--- src/rtl/pipe_scroller.sv ---
// rtl/pipe_scroller.sv - scrolls pipe columns A/B with LFSR gap heights; SPEEDUP_EN enables the speed ramp
// Coordinates are y-up game space; every output is a direct register on gameClk.
module pipe_scroller #(
  parameter int          SCREEN_WIDTH = 640,
  parameter int          PIPE_WIDTH   = 60,
  parameter int          PIPE_SPACING = 360,
  parameter int          GAP_MIN      = 100,
  parameter int          GAP_RESET    = 240,
  parameter int          BIRD_X       = 160,
  parameter int          SPEED        = 2,
  parameter logic [15:0] LFSR_SEED    = 16'hACE1
) (
  input  logic        gameClk,
  input  logic        reset,
  input  logic        finished,
  output logic [10:0] Ax,
  output logic [10:0] Ay,
  output logic [10:0] Bx,
  output logic [10:0] By,
  output logic        passColumn,
  output logic [3:0]  speed
);

  localparam logic [10:0] X_RESET_A = 11'(SCREEN_WIDTH + PIPE_WIDTH);
  localparam logic [10:0] X_RESET_B = 11'(SCREEN_WIDTH + PIPE_WIDTH + PIPE_SPACING);
  localparam logic [10:0] X_PERIOD  = 11'(2 * PIPE_SPACING);
  localparam logic [10:0] GAP_BASE  = 11'(GAP_MIN);
  localparam logic [10:0] GAP_INIT  = 11'(GAP_RESET);
  localparam logic [10:0] BIRD_COL  = 11'(BIRD_X);

  logic [15:0] lfsr;
  logic [15:0] lfsr_next;
  logic [10:0] spd;
  logic [10:0] new_gap;
  logic [10:0] ax_next;
  logic [10:0] bx_next;
  logic        a_wrap;
  logic        b_wrap;
  logic        a_pass;
  logic        b_pass;

  assign spd       = {7'd0, speed};
  assign lfsr_next = {1'b0, lfsr[15:1]} ^ (lfsr[0] ? 16'hB400 : 16'h0000);
  assign new_gap   = GAP_BASE + {3'd0, lfsr[7:0]};

  // A pipe that would scroll past the left edge re-enters one full period to the right.
  assign a_wrap  = Ax <= spd;
  assign b_wrap  = Bx <= spd;
  assign ax_next = a_wrap ? (Ax + X_PERIOD - spd) : (Ax - spd);
  assign bx_next = b_wrap ? (Bx + X_PERIOD - spd) : (Bx - spd);

  assign a_pass = (Ax >= BIRD_COL) && ((Ax - spd) < BIRD_COL);
  assign b_pass = (Bx >= BIRD_COL) && ((Bx - spd) < BIRD_COL);

  always_ff @(posedge gameClk) begin
    if (reset) begin
      Ax         <= X_RESET_A;
      Bx         <= X_RESET_B;
      Ay         <= GAP_INIT;
      By         <= GAP_INIT;
      passColumn <= 1'b0;
      lfsr       <= LFSR_SEED;
    end else begin
      // The LFSR keeps running while frozen so the gap sequence depends on game-over time.
      lfsr <= lfsr_next;
      if (finished) begin
        passColumn <= 1'b0;
      end else begin
        Ax         <= ax_next;
        Bx         <= bx_next;
        passColumn <= a_pass || b_pass;
        if (a_wrap) Ay <= new_gap;
        if (b_wrap) By <= new_gap;
      end
    end
  end

`ifdef SPEEDUP_EN
  logic [3:0] pass_cnt;

  // Every fifth pass bumps the speed, saturating at 6.
  always_ff @(posedge gameClk) begin
    if (reset) begin
      pass_cnt <= 4'd0;
      speed    <= 4'(SPEED);
    end else if (!finished && passColumn) begin
      if (pass_cnt == 4'd4) begin
        pass_cnt <= 4'd0;
        if (speed < 4'd6) speed <= speed + 4'd1;
      end else begin
        pass_cnt <= pass_cnt + 4'd1;
      end
    end
  end
`else
  assign speed = 4'(SPEED);
`endif

endmodule

--- config.mk ---
export PLATFORM = sky130hd
export DESIGN_NAME = pipe_scroller
export DESIGN_NICKNAME = d
export VERILOG_FILES = /design/src/rtl/pipe_scroller.sv
export SDC_FILE = /design/constraint.sdc
export NUM_CORES = 1
export LEC_CHECK = 0
export CORE_ASPECT_RATIO = 1.5
export CORE_MARGIN = 4
export CORE_UTILIZATION = 35
export CTS_CLUSTER_DIAMETER = 40
export DETAILED_ROUTE_END_ITERATION = 16
export GPL_ROUTABILITY_DRIVEN = 1
export GPL_TIMING_DRIVEN = 1
export PLACE_DENSITY_LB_ADDON = 0.2
export SLEW_MARGIN = 30
export SYNTH_ARGS = -nofsm -noshare
export SYNTH_HDL_FRONTEND = slang
export SYNTH_SLANG_ARGS = --single-unit
--- constraint.sdc ---
create_clock -name gameClk -period 2.8 [get_ports gameClk]
set_clock_uncertainty 0.2 [all_clocks]
set_input_delay 0.84 -clock gameClk [delete_from_list [all_inputs] [get_ports gameClk]]
set_output_delay 0.84 -clock gameClk [all_outputs]
set_load 0.01 [all_outputs]
## Yosys cells after proc, flatten, opt, wreduce, memory -nomap -nowiden

Index checks and enable logic that the tools add are counted.

- Flip-flop bits (word level): 61
- Input port bits: 3
- Output and inout bits: 49
- Word-level logic and storage cells: 30

- Add/subtract/negate cells: 7
- Order comparisons: 6
- Multiplexer cells: 3
- Bitwise gates (word level): 2
- Reduce and logical (&&, ||, !) cells: 6

Operators by type and width:

| kind | count |
|---|---|
| $sub A11 B2 Y11 const B | 4 |
| $add A11 B10 Y11 const B | 2 |
| $ge A11 B8 Y1 const B | 2 |
| $le A11 B2 Y1 const B | 2 |
| $lt A11 B8 Y1 const B | 2 |
| $mux W11 | 2 |
| $mux W16 | 1 |
| $xor A15 B16 Y16 | 1 |
| $add A7 B8 Y9 const A | 1 |
| $reduce_and A2 Y1 | 2 |
| $logic_and A1 B1 Y1 | 2 |
| $reduce_or A2 Y1 | 1 |
| $logic_or A1 B1 Y1 | 1 |
| $not A1 Y1 | 1 |

## Depth between registers and ports, before layout

- Depth in word-level cells: 4
- Depth in mapped cells: 9

## Least setup slack after synthesis

No wires, ideal clock.

- Kind: register to register
- Start: register Ax[1]
- End: register Ay[6]
- Arrival: 1.981 ns
- Required time: 2.480 ns
- Slack: 0.499 ns
- Stages on the path, launching flop included: 10
- Buffers on the path: 2
- Cells stage by stage: dfxtp_1 inv_1 ha_1 clkbuf_1 o21ba_2 and2_1 nand3_1 clkbuf_1 nor2_1 a211o_1

- Longest elaborated chain between the ends: 2

RTL lines:

| item | RTL line | RTL |
|---|---|---|
| from (decl) | 16 | `output logic [10:0] Ax,` |
| from (signal assigned) | 69 | `Ax <= ax_next;` |
| $le A11 B2 Y1 | 47 | `assign a_wrap = Ax <= spd;` |
| $reduce_and A2 Y1 (no line) | - |  |
| to (signal assigned) | 72 | `if (a_wrap) Ay <= new_gap;` |
| to (decl) | 17 | `output logic [10:0] Ay,` |

No other way between the ends.
A chain may end at the register's enable or synchronous reset.

## Worst setup path after layout

- Start: register Bx[4]
- End: output Bx[4]

RTL lines:

| item | RTL line | RTL |
|---|---|---|
| from (decl) | 18 | `output logic [10:0] Bx,` |
| from (signal assigned) | 70 | `Bx <= bx_next;` |

No word-level cell between the ends.

==> tab_implementation.tex <==
\begin{tabular}{lr}
\hline
Metric & Value \\
\hline
\multicolumn{2}{l}{\textbf{Outcome}} \\
\quad Outcome & finished, final reports clean \\
\multicolumn{2}{l}{\textbf{Routing}} \\
\quad 1st-pass router iterations & 4 \\
\quad DR WL/cell & 13.02 um \\
\quad Avg Vias per Cell & 4.933 \\
\quad Detailed-route via count & 2126 \\
\quad Wire length after detailed routing & 5613 um \\
\quad Remaining antenna violation count & 0 \\
\quad Number of remaining DRC errors & 0 \\
\quad Iter 0 DRT Violations & 95 \\
\multicolumn{2}{l}{\textbf{Clocking}} \\
\quad Post-CTS setup buffer count & 0 \\
\quad Clock insertion delay at the later pin of the skew report & 310 ps \\
\quad Post-CTS Hold Fix Bufs & 0 \\
\quad Number of clock buffers inserted by TritonCTS & 5 \\
\quad CTS tree & yes \\
\quad Cell at the root of the clock tree & sky130\_fd\_sc\_hd\_\_clkbuf\_8 \\
\quad Clock edge transition at the registers on the reported setup and hold paths & 90 ps \\
\quad H-tree lvl count & 2 \\
\quad CTS resizes & 0 \\
\quad Maximum buffer depth of the clock tree & 2 \\
\quad Clock net sink count & 55 \\
\multicolumn{2}{l}{\textbf{Die}} \\
\quad Die ar. & 8755 sq um \\
\quad Starting density of the core & 0.3653 \\
\quad Chip height & 112.6 um \\
\quad Number of rows in the core area & 37 \\
\quad Core outline area & 6990 sq um \\
\quad DIE WIDTH & 77.75 um \\
\quad Ports & between 50 and 60 \\
\multicolumn{2}{l}{\textbf{Job}} \\
\quad Max cap viols & 0 \\
\multicolumn{2}{l}{\textbf{GRT}} \\
\quad Maximum number of pins on one net before global-route repair & 21 \\
\quad Global-route wire length before repair & 9694 um \\
\quad Total congestion overflow & 0 \\
\quad GRT Overall Usage & 0.1344 \\
\quad Antenna violations before repair & 0 \\
\quad Via count of the first global-routing pass & 2080 \\
\multicolumn{2}{l}{\textbf{Critical path}} \\
\quad Slowest-stage cell, CP & sky130\_fd\_sc\_hd\_\_clkdlybuf4s50\_1 \\
\quad Critical path's largest stage delay & 530 ps \\
\quad Element type at the critical path start & register \\
\quad Maximum fanout along the worst path & 8 \\
\quad Kind of critical path & reg2out \\
\quad Arrival @ worst endpoint & 1510 ps \\
\quad Buffers plus inverters on the worst setup path & 2 \\
\quad Kind of cell adding the most delay to the critical path & buffers and inverters \\
\quad Setup crit end kind & primary output \\
\quad Required arrival time at the worst endpoint & $\sim$1800 ps \\
\quad Cell-by-cell listing of the critical path & buf\_4 > clkdlybuf4s50\_1 \\
\multicolumn{2}{l}{\textbf{Layout}} \\
\quad Post-route insts no fill & 431 \\
\quad Filler Cell Count & between 700 and 800 \\
\quad Layout cells sized above 1 & 0.1078 \\
\quad Area added between synthesis and finish & 22.00\% \\
\quad Core utilization of the finished layout & 0.4457 \\
\quad Nets@finish & between 300 and 400 \\
\quad Ant diodes & 0 \\
\multicolumn{2}{l}{\textbf{Logic synthesis}} \\
\quad Most used standard cells in the synthesized netlist & sky130\_fd\_sc\_hd\_\_dfxtp\_1 (55), sky130\_fd\_sc\_hd\_\_nor2\_1 (29), sky130\_fd\_sc\_hd\_\_nand2\_1 (23) \\
\quad Most frequent cell after synthesis & sky130\_fd\_sc\_hd\_\_dfxtp\_1 \\
\quad Warnings from Yosys & 0 \\
\quad Largest area contributor in the netlist & sky130\_fd\_sc\_hd\_\_dfxtp\_1 \\
\quad Number of synthesized register bits & between 50 and 60 \\
\quad Number of synthesized flops with an enable pin & 0 \\
\quad Gate count of the mapped netlist & slightly below 300 \\
\quad Main flop type after synthesis & sky130\_fd\_sc\_hd\_\_dfxtp\_1 \\
\quad Mean area per synthesized cell & 8.627 sq um \\
\quad Synth top area share & 0.4312 \\
\quad Netlist Area Pre-Place & 2554 sq um \\
\quad Biggest area contributors in the synthesized netlist & sky130\_fd\_sc\_hd\_\_dfxtp\_1 (43\%), sky130\_fd\_sc\_hd\_\_nor2\_1 (4.3\%), sky130\_fd\_sc\_hd\_\_a21oi\_1 (4.1\%) \\
\quad Post-synthesis async set-or-reset flop share & 0 \\
\quad Sequential share of the synthesized area & 0.4312 \\
\quad Number of unique standard cell types used by synthesis & 50 \\
\multicolumn{2}{l}{\textbf{Timing}} \\
\quad Post-Route Setup TNS & 0 ps \\
\quad Least-Margin Pin Slew & a little under 700 ps \\
\quad Highest attainable clock frequency & 392.4 MHz \\
\quad Period utilization & 0.9102 \\
\quad Final setup violation count & 0 \\
\quad Setup repair after global routing missed its margin & false \\
\quad Slew headroom & 0.5440 \\
\quad Post-route worst setup slack & roughly 250 ps \\
\quad Final slew viol count & 0 \\
\quad Final hold viol count & 0 \\
\quad Min Clock Period, post-route & about 2500 ps \\
\multicolumn{2}{l}{\textbf{Placed design}} \\
\quad Post-placement setup slack & between 100 and 150 ps \\
\quad Detail Placement HPWL & 4123 um \\
\quad Final weighted congestion in routability-driven placement & roughly 0.86 \\
\quad Buffers added on ports & 41 \\
\quad Placed instance count & between 400 and 500 \\
\multicolumn{2}{l}{\textbf{Power}} \\
\quad Post-route total power & 0.001454 W \\
\quad Pleak & 1.124 nW \\
\quad Largest vdd supply drop & 0.0002607 V \\
\quad Power density cells & around 470 nW/um\^{}2 \\
\multicolumn{2}{l}{\textbf{Worst hold path}} \\
\quad Type of the tightest min-delay check & reg2reg \\
\hline
\end{tabular}
## state kept, by name, indices dropped and copies added, names as in the netlist
register / count
lfsr: 16
passColumn: 1
Ay: 9
Ax: 10
By: 9
Bx: 10
## area by class of cell
type,count,area (sq um),share of cell area
multi-input combinational,216,1310,0.4205
sequential,55,1101,0.3534
tap,97,121.4,0.03896
clock buffer,5,68.82,0.02209
inverter,5,18.77,0.006024
clock inverter,3,22.52,0.007229
timing repair buffer,50,473.0,0.1518
## power by group
part	internal (W)	switching [W]	total (W)	leakage (nW)
registers	0.000810	0.0000311	0.000841	0.450
clock network	0.000180	0.000264	0.000444	0.0485
logic	0.0000803	0.0000886	0.000169	0.626
total	0.00107	0.000384	0.00145	1.12
## cell usage in the layout, fill, tap and decap left out, types with 10 or more instances in the layout
| cell type | n |
|---|---|
| sky130_fd_sc_hd__a21oi_1 | 21 |
| sky130_fd_sc_hd__conb_1 | 10 |
| sky130_fd_sc_hd__nor2b_1 | 10 |
| sky130_fd_sc_hd__or2_2 | 10 |
| sky130_fd_sc_hd__xnor2_1 | 10 |
| sky130_fd_sc_hd__clkdlybuf4s50_1 | 40 |
| sky130_fd_sc_hd__nor2_1 | 29 |
| sky130_fd_sc_hd__nand2b_1 | 10 |
| sky130_fd_sc_hd__nand2_1 | 23 |
| sky130_fd_sc_hd__dfxtp_1 | 55 |
| sky130_fd_sc_hd__nor3_1 | 13 |
## kinds of logic (layout without fill, tap and decap cells)
logic type               count (synthesis)  count (layout)  synth area share
adder cells (fa/ha/maj)                  5               5           0.02450
AND/OR/NAND/NOR                        121             121            0.2469
AO/OA/AOI/OAI                           63              63            0.1661
multiplexers                             4               4           0.01617
buffers and inverters                   33              63           0.06761
other                                    2              10          0.002941
XOR/XNOR                                13              13           0.04459
flip-flops                              55              55            0.4312
## per-stage QoR
step,area [sq um],hold slack (ps)
final,3115,219.8
after global routing,3115,251.7
after CTS,3115,224.6
after detailed placement,3024,198.4
after global placement,3024,201.8
after floorplan,2584,189.5
## layer usage
layer	global-route usage	wire [um]	share of wire
met1	0.1573	2462	0.44
met4	0.05938	95	0.017
met2	0.2340	2872	0.51
met5	0	0	0
met3	0.02648	183	0.033
## worst paths after layout
| path | slack [ps] | end | depth (start not counted) | from |
|---|---|---|---|---|
| worst min-delay path | 220 | lfsr[11] | 1 | lfsr[12] |
| worst min register to register | 220 | lfsr[11] | 1 | lfsr[12] |
| worst max-delay path | 250 | Bx[4] | 2 | Bx[4] |
| worst max register to register | 420 | By[4] | 4 | Bx[5] |
(Power assumes the default switching activity.)
